--- config.mk ---
export PLATFORM = sky130hd
export DESIGN_NAME = mux4_arbiter
export DESIGN_NICKNAME = d
export VERILOG_FILES = /design/src/rtl/mux4_arbiter_pkg.sv /design/src/rtl/mux4_1.sv /design/src/rtl/mux4_arbiter.sv
export SDC_FILE = /design/constraint.sdc
export NUM_CORES = 1
export LEC_CHECK = 0
export CORE_MARGIN = 1
export CORE_UTILIZATION = 25
export CTS_CLUSTER_SIZE = 8
export DETAILED_ROUTE_END_ITERATION = 10
export PLACE_DENSITY = 0.52
export SLEW_MARGIN = 20
export SYNTH_ARGS = -nofsm -noshare
export SYNTH_HDL_FRONTEND = slang
export SYNTH_SLANG_ARGS = --single-unit
--- constraint.sdc ---
create_clock -name clk -period 2.2 [get_ports clk]
set_input_delay 0.22 -clock clk [delete_from_list [all_inputs] [get_ports clk]]
set_output_delay 0.22 -clock clk [all_outputs]
set_load 0.02 [all_outputs]
--- src/rtl/mux4_arbiter_pkg.sv ---
// Shared types and helpers for the 4-requester round-robin mux arbiter.
// Holds the FSM state enum, sizing constants and the round-robin search.
package mux4_arbiter_pkg;

    localparam int NUM_REQ = 4;
    localparam int SEL_W   = 2;

    typedef enum logic {
        IDLE  = 1'b0,
        GRANT = 1'b1
    } state_t;

    typedef struct packed {
        logic             found;
        logic [SEL_W-1:0] idx;
    } pick_t;

    // Nearest set bit after ptr wins; ptr itself is searched last.
    function automatic pick_t rr_pick(input logic [NUM_REQ-1:0] req,
                                      input logic [SEL_W-1:0]   ptr);
        pick_t            p;
        logic [SEL_W-1:0] cand;
        p.found = 1'b0;
        p.idx   = ptr;
        for (int k = NUM_REQ; k >= 1; k--) begin
            cand = ptr + SEL_W'(k);
            if (req[cand]) begin
                p.found = 1'b1;
                p.idx   = cand;
            end
        end
        return p;
    endfunction

    function automatic logic [NUM_REQ-1:0] onehot(input logic [SEL_W-1:0] idx);
        return NUM_REQ'(1) << idx;
    endfunction

endpackage

--- src/rtl/mux4_1.sv ---
// Existing 1-bit 4:1 mux; the arbiter steers its select.
module mux4_1
    import mux4_arbiter_pkg::*;
(
    input  logic [NUM_REQ-1:0] data_in,
    input  logic [SEL_W-1:0]   sel_in,
    output logic               y_out
);

    assign y_out = data_in[sel_in];

endmodule

--- src/rtl/mux4_arbiter.sv ---
// Round-robin arbiter owning a shared 1-bit 4:1 mux, with a per-owner hold limit.
// State and hold counter are exported on dbg_* ports for checker binding.
module mux4_arbiter
    import mux4_arbiter_pkg::*;
#(
    parameter int MAX_HOLD = 4
) (
    input  logic               clk,
    input  logic               rst,
    input  logic [NUM_REQ-1:0] req_in,
    input  logic [NUM_REQ-1:0] data_in,
    output logic [NUM_REQ-1:0] gnt_out,
    output logic [SEL_W-1:0]   sel_out,
    output logic               valid_out,
    output logic               y_out,
    output state_t             dbg_state_out,
    output logic [3:0]         dbg_hold_cnt_out
);

    localparam logic [3:0] HOLD_MAX = 4'(MAX_HOLD);

    state_t             r_state;
    logic [NUM_REQ-1:0] r_gnt;
    logic [SEL_W-1:0]   r_sel;
    logic [SEL_W-1:0]   r_ptr;
    logic [3:0]         r_hold;

    state_t             w_state_nxt;
    logic [NUM_REQ-1:0] w_gnt_nxt;
    logic [SEL_W-1:0]   w_sel_nxt;
    logic [SEL_W-1:0]   w_ptr_nxt;
    logic [3:0]         w_hold_nxt;
    logic [NUM_REQ-1:0] w_cand;
    logic [SEL_W-1:0]   w_search_ptr;
    logic               w_owner_req;
    logic               w_release;
    pick_t              w_pick;

    always_ff @(posedge clk) begin
        if (rst) begin
            r_state <= IDLE;
            r_gnt   <= '0;
            r_sel   <= '0;
            r_ptr   <= SEL_W'(NUM_REQ - 1);
            r_hold  <= '0;
        end else begin
            r_state <= w_state_nxt;
            r_gnt   <= w_gnt_nxt;
            r_sel   <= w_sel_nxt;
            r_ptr   <= w_ptr_nxt;
            r_hold  <= w_hold_nxt;
        end
    end

    // While owning, the owner is masked out so a hold expiry hands over to
    // any other requester before the owner is considered for a re-grant.
    always_comb begin
        w_owner_req  = req_in[r_sel];
        w_release    = !w_owner_req || (r_hold == HOLD_MAX);
        w_search_ptr = (r_state == GRANT) ? r_sel : r_ptr;
        w_cand       = (r_state == GRANT) ? (req_in & ~r_gnt) : req_in;
        w_pick       = rr_pick(w_cand, w_search_ptr);

        w_state_nxt = r_state;
        w_gnt_nxt   = r_gnt;
        w_sel_nxt   = r_sel;
        w_ptr_nxt   = r_ptr;
        w_hold_nxt  = r_hold;

        case (r_state)
            IDLE: begin
                w_gnt_nxt  = '0;
                w_hold_nxt = '0;
                if (w_pick.found) begin
                    w_state_nxt = GRANT;
                    w_gnt_nxt   = onehot(w_pick.idx);
                    w_sel_nxt   = w_pick.idx;
                    w_ptr_nxt   = w_pick.idx;
                    w_hold_nxt  = 4'd1;
                end
            end
            GRANT: begin
                if (!w_release) begin
                    w_hold_nxt = r_hold + 4'd1;
                end else if (w_pick.found) begin
                    w_gnt_nxt  = onehot(w_pick.idx);
                    w_sel_nxt  = w_pick.idx;
                    w_ptr_nxt  = w_pick.idx;
                    w_hold_nxt = 4'd1;
                end else if (w_owner_req) begin
                    w_hold_nxt = 4'd1;
                end else begin
                    w_state_nxt = IDLE;
                    w_gnt_nxt   = '0;
                    w_hold_nxt  = '0;
                end
            end
            default: begin
                w_state_nxt = IDLE;
                w_gnt_nxt   = '0;
            end
        endcase
    end

    mux4_1 u_mux (
        .data_in (data_in),
        .sel_in  (r_sel),
        .y_out   (y_out)
    );

    assign gnt_out          = r_gnt;
    assign sel_out          = r_sel;
    assign valid_out        = |r_gnt;
    assign dbg_state_out    = r_state;
    assign dbg_hold_cnt_out = r_hold;

endmodule

# Yosys cells after proc, flatten, opt, wreduce, memory -nomap -nowiden
# Cells that the tools add are included.
# word_totals
inputBits	10
regBits	13
out_inout_bits	13
# classes
order_cmp	5
n_addsub	4
reduce_logical	4
muxes	39
n_shift	1
n_bitwise	3
eq_ne	3
# op_table
op	count
two-way mux 4 bit	6
one-hot mux 4 bit (2 select lines)	2
< comparator 2 x 3 -> 1 bit (second input constant)	5
two-way mux 1 bit	13
binary-select mux 1 bit (select 2 bit)	6
two-way mux 3 bit	4
two-way mux 2 bit	5
one-hot mux 2 bit (2 select lines)	2
adder 2 bit (second input constant)	2
adder 4 x 1 -> 4 bit (second input constant)	1
bitwise AND 4 bit	1
equality test 4 x 3 -> 1 bit (second input constant)	1
inverter 4 bit	1
OR reduction 4 bit	1
<< shifter 1 x 2 -> 4 bit (first input constant)	1
inequality test 3 x 2 -> 1 bit (second input constant)	1
adder 2 x 1 -> 2 bit (second input constant)	1
inequality test 2 x 1 -> 1 bit (second input constant)	1
one-hot mux 1 bit (2 select lines)	1
AND reduction 2 bit	1
zero test 1 bit	1
logical OR 1 bit	1
inverter 1 bit	1

# Depth between registers and ports, before layout
# logic_depth
word_depth	13
ltp_mapped	6
ltp_nobuf	6

# Modules after synthesis
# A second synthesis with hierarchy kept.
# hier_totals
cells_unflattened	84
hier_area_um2	793.3
# by_module_without_submodules
mod	area_each_um2	instances	cells_per_inst
mux4_arbiter	770.7	1	83
mux4_1	22.5	1	1

# Least setup slack after synthesis
# No wires, ideal clock.
# synth_path
path_type	reg-to-reg
startpoint	register r_state, in the netlist dbg_state_out
endpoint	register r_gnt[0], in the netlist gnt_out[0]
setup_slack_ns	0.501
required_ns	2.130
t_arrival_ns	1.629
synth_period_minus_slack_ns	1.699
path_stages_with_launch	7
cell_sequence	dfxtp_1 buf_6 mux2i_4 mux2i_1 nor2b_1 or3_1 o2bb2ai_1
# synth_between
elab_chain_cells	11
elab_cells_between_ends	26
# synth_lines
item	line_no	source
start: declaration	mux4_arbiter.sv:22	state_t r_state;
start signal: assignment	mux4_arbiter.sv:47	r_state <= w_state_nxt;
two-way mux 2 bit	mux4_arbiter.sv:60	w_search_ptr = (r_state == GRANT) ? r_sel : r_ptr;
adder 2 bit	mux4_arbiter_pkg.sv:26	cand = ptr + SEL_W'(k);
binary-select mux 1 bit (select 2 bit)	mux4_arbiter_pkg.sv:27	if (req[cand]) begin
two-way mux 1 bit (implied by the code)	mux4_arbiter_pkg.sv:27	
two-way mux 3 bit (3 in a row)	mux4_arbiter_pkg.sv:27	
<< shifter 1 x 2 -> 4 bit	mux4_arbiter_pkg.sv:36	return NUM_REQ'(1) << idx;
two-way mux 4 bit	mux4_arbiter.sv:85	end else if (w_pick.found) begin
two-way mux 4 bit	mux4_arbiter.sv:83	if (!w_release) begin
one-hot mux 4 bit (2 select lines)	mux4_arbiter.sv:70	case (r_state)
end signal: assignment	mux4_arbiter.sv:48	r_gnt <= w_gnt_nxt;
end: declaration	mux4_arbiter.sv:23	logic [NUM_REQ-1:0] r_gnt;
# Parallel ways exist; a longest one is shown, timed or not. The select of a mux whose other input is x is not followed.
# A chain may end at the register's enable or synchronous reset.

# Worst setup path in the final report
# Same ends and word-level chain as after synthesis.

==> flow_summary.json <==
{
  "yosysSeqAreaShare": 0.3276,
  "critPathKind": "register to register",
  "clock_skew_ns": 0.0005844,
  "cts_root_buf": "clkbuf_4",
  "rsz0062_at_grt": "false",
  "cap_violations": 0,
  "synth_xor_area_frac": 0.02205,
  "busiest_layer": "met2",
  "grt_pass1_vias": 649,
  "cts_setup_buffers": 0,
  "grt_util_met2": 0.1708,
  "hold_viol": 0,
  "die_area_mm2": 0.003408,
  "port_buffers": 22,
  "yosysWarnings": 0,
  "diodes": 0,
  "fin_nets": 119,
  "r2r_cells": 5,
  "final_core_util": 0.3558,
  "dp_hpwl_mm": 1.382,
  "fin_setup_tns_ns": 0,
  "grt_usage": 0.1108,
  "synth_compound_area_frac": 0.2331,
  "die_y_um": 58.38,
  "max_freq_mhz": 518.8,
  "multi_input_area_um2": 496.7,
  "synth_top_area_share": 0.3276,
  "met1_usage": 0.1495,
  "drive_above_1_share": 0.1226,
  "hold_start": "gnt_out[3]",
  "grt_antenna_before_repair": 0,
  "cts.sinks": 13,
  "dr.first_iter.drc_count": 15,
  "die_w_um": 58.38,
  "viasPerCell": 4.580,
  "clockBufferDepth": 2,
  "wirelength_mm": 1.741,
  "crit_path_end_kind": "register",
  "r2r_slack_ns": 0.27,
  "clkTransAtPathRegs_ns": 0.07,
  "synth_common_cells": "dfxtp_1 (13), nor2_1 (7), nor3_1 (4), o2bb2ai_1 (4)",
  "async_flop_share": 0,
  "crit_arrival_ns": 2.12,
  "rr_endpoint": "gnt_out[0]",
  "num_rows": 20,
  "grt_pass1_wl_mm": 2.911,
  "syn-num-nets": 94,
  "hold_buffers": 0,
  "crit_fanout": 11,
  "htree_levels": 1,
  "synthAdderAreaFrac": 0.03150,
  "drc_errors": 0,
  "powerDensity_mw_per_mm2": 951.1,
  "post_cts_resized": 0,
  "p_leak_nw": 0.3853,
  "io_pins": 23,
  "gp_congestion": 0.7619,
  "core_area_mm2": 0.003028,
  "maxSlewHeadroom": 0.6760,
  "ff_latch_area_um2": 260.3,
  "hold_slack_ns": 0.5207,
  "synth_top_family_by_area": "compound AO/OA/AOI/OAI gates",
  "antenna_left": 0,
  "synthFlopType": "dfxtp_1",
  "synthCells": 82,
  "synth_edf_count": 0,
  "power.total_w": 0.001025,
  "crit_path_start_kind": "register",
  "crit_required_ns": 2.40,
  "fill_cells": 319,
  "cts_tree": "built",
  "worstMarginPinSlew_ns": 0.4854,
  "hold-path-cell-count": 1,
  "timing.final.setup_violations": 0,
  "wire_per_inst_um": 11.61,
  "synthMuxAreaShare": 0.1118,
  "period_share": 0.8762,
  "synth-simple-area-share": 0.2268,
  "ys_seq_elements": 13,
  "outcome": "complete, no violations",
  "first_pass_iters": 4,
  "met3_usage": 0.03077,
  "maxSlewViolCount": 0,
  "yosysMostFrequentCell": "dfxtp_1",
  "hold_path_end": "gnt_out[3]",
  "finalCriticalPeriod_ns": 1.928,
  "yosysTopAreaCell": "dfxtp_1",
  "pre_cts_slack_ns": 0.2319,
  "avgSynthCellArea_um2": 9.689,
  "syn_to_final_growth_pct": 35.59,
  "synth_area_um2": 794.5,
  "grt_overflow": 0,
  "r2r_start": "dbg_state_out",
  "start_util": 0.2624,
  "ir_drop_mv": 0.2565,
  "synthDistinctLibCells": 42,
  "clk_latency_ns": 0.26,
  "num_vias": 687,
  "hold_path.class": "register to register",
  "fin_ws_ns": 0.2724,
  "synthTopCellsByArea": "dfxtp_1 (33%), o2bb2ai_1 (4.4%), mux2i_1 (3.8%)",
  "grt_max_degree": 13,
  "numCtsBuffers": 3
}
## logic make-up after synthesis
group,count (synthesis)
flops,13
compound gates,23
xor+xnor,2
simple gates,30
fa+ha+maj,2
mux,6
buf+inv,6
## metal layers
| metal | vias to the layer above | part of all wire |
|---|---|---|
| li1 | 350 | - |
| met5 | - | 0 |
| met3 | 0 | 0.053 |
| met4 | 0 | 0 |
| met2 | 26 | 0.45 |
| met1 | 311 | 0.50 |
## state kept, by name (all words and copies together) (netlist names)
signal / cells
r_ptr: 2
dbg_hold_cnt_out: 4
sel_out: 2
gnt_out: 4
dbg_state_out: 1
## layout make-up
cell class / instances / area share
inverter: 3 / 0.01045
multi-input combinational: 63 / 0.4611
tap: 44 / 0.05110
sequential: 13 / 0.2416
clock buffer: 4 / 0.02439
timing repair buffer: 23 / 0.2114
## worst max path at each step
| stage | endpoint | startpoint | cells after the start | slack [ns] |
|---|---|---|---|---|
| after CTS | gnt_out[0] | dbg_state_out | 5 | 0.23 |
| after floorplan | gnt_out[0] | dbg_state_out | 6 | 0.50 |
| after detailed placement | gnt_out[0] | req_in[2] | 6 | 0.23 |
| after global placement | gnt_out[2] | dbg_state_out | 5 | 0.27 |
| after global routing | gnt_out[0] | dbg_state_out | 5 | 0.09 |
| final | gnt_out[0] | dbg_state_out | 5 | 0.27 |
## worst max-delay path, stage by stage (launching register included)
cell,delay [ns]
dfxtp_1,0.63
mux2i_4,0.39
mux2i_1,0.22
nor2b_1,0.08
or3_1,0.38
o2bb2ai_1,0.17
## power breakdown
part | switching (W) | internal, W
clock network | 0.0000709 | 0.0000701
logic | 0.000265 | 0.000265
registers | 0.0000658 | 0.000288
total | 0.000402 | 0.000623
## layout by cell type (no fill, tap or decap), types with 2 or more instances in the layout
master	instances
clkdlybuf4s50_1	22
dfxtp_1	13
nor2_1	7
o2bb2ai_1	4
nor3_1	4
inv_1	3
mux2i_1	3
or2b_1	3
a21boi_1	3
a21oi_1	3
clkbuf_4	3
nand2_1	2
nor3b_1	2
nand3_1	2
or3_1	2
ha_1	2
## metrics by stage
step                      cells  area [µm²]
after detailed placement    146        1051
final                       150        1077
after global routing        150        1077
after CTS                   150        1077
after global placement      146        1051
after floorplan              82       794.5
Power figures use the tool's default switching activity.
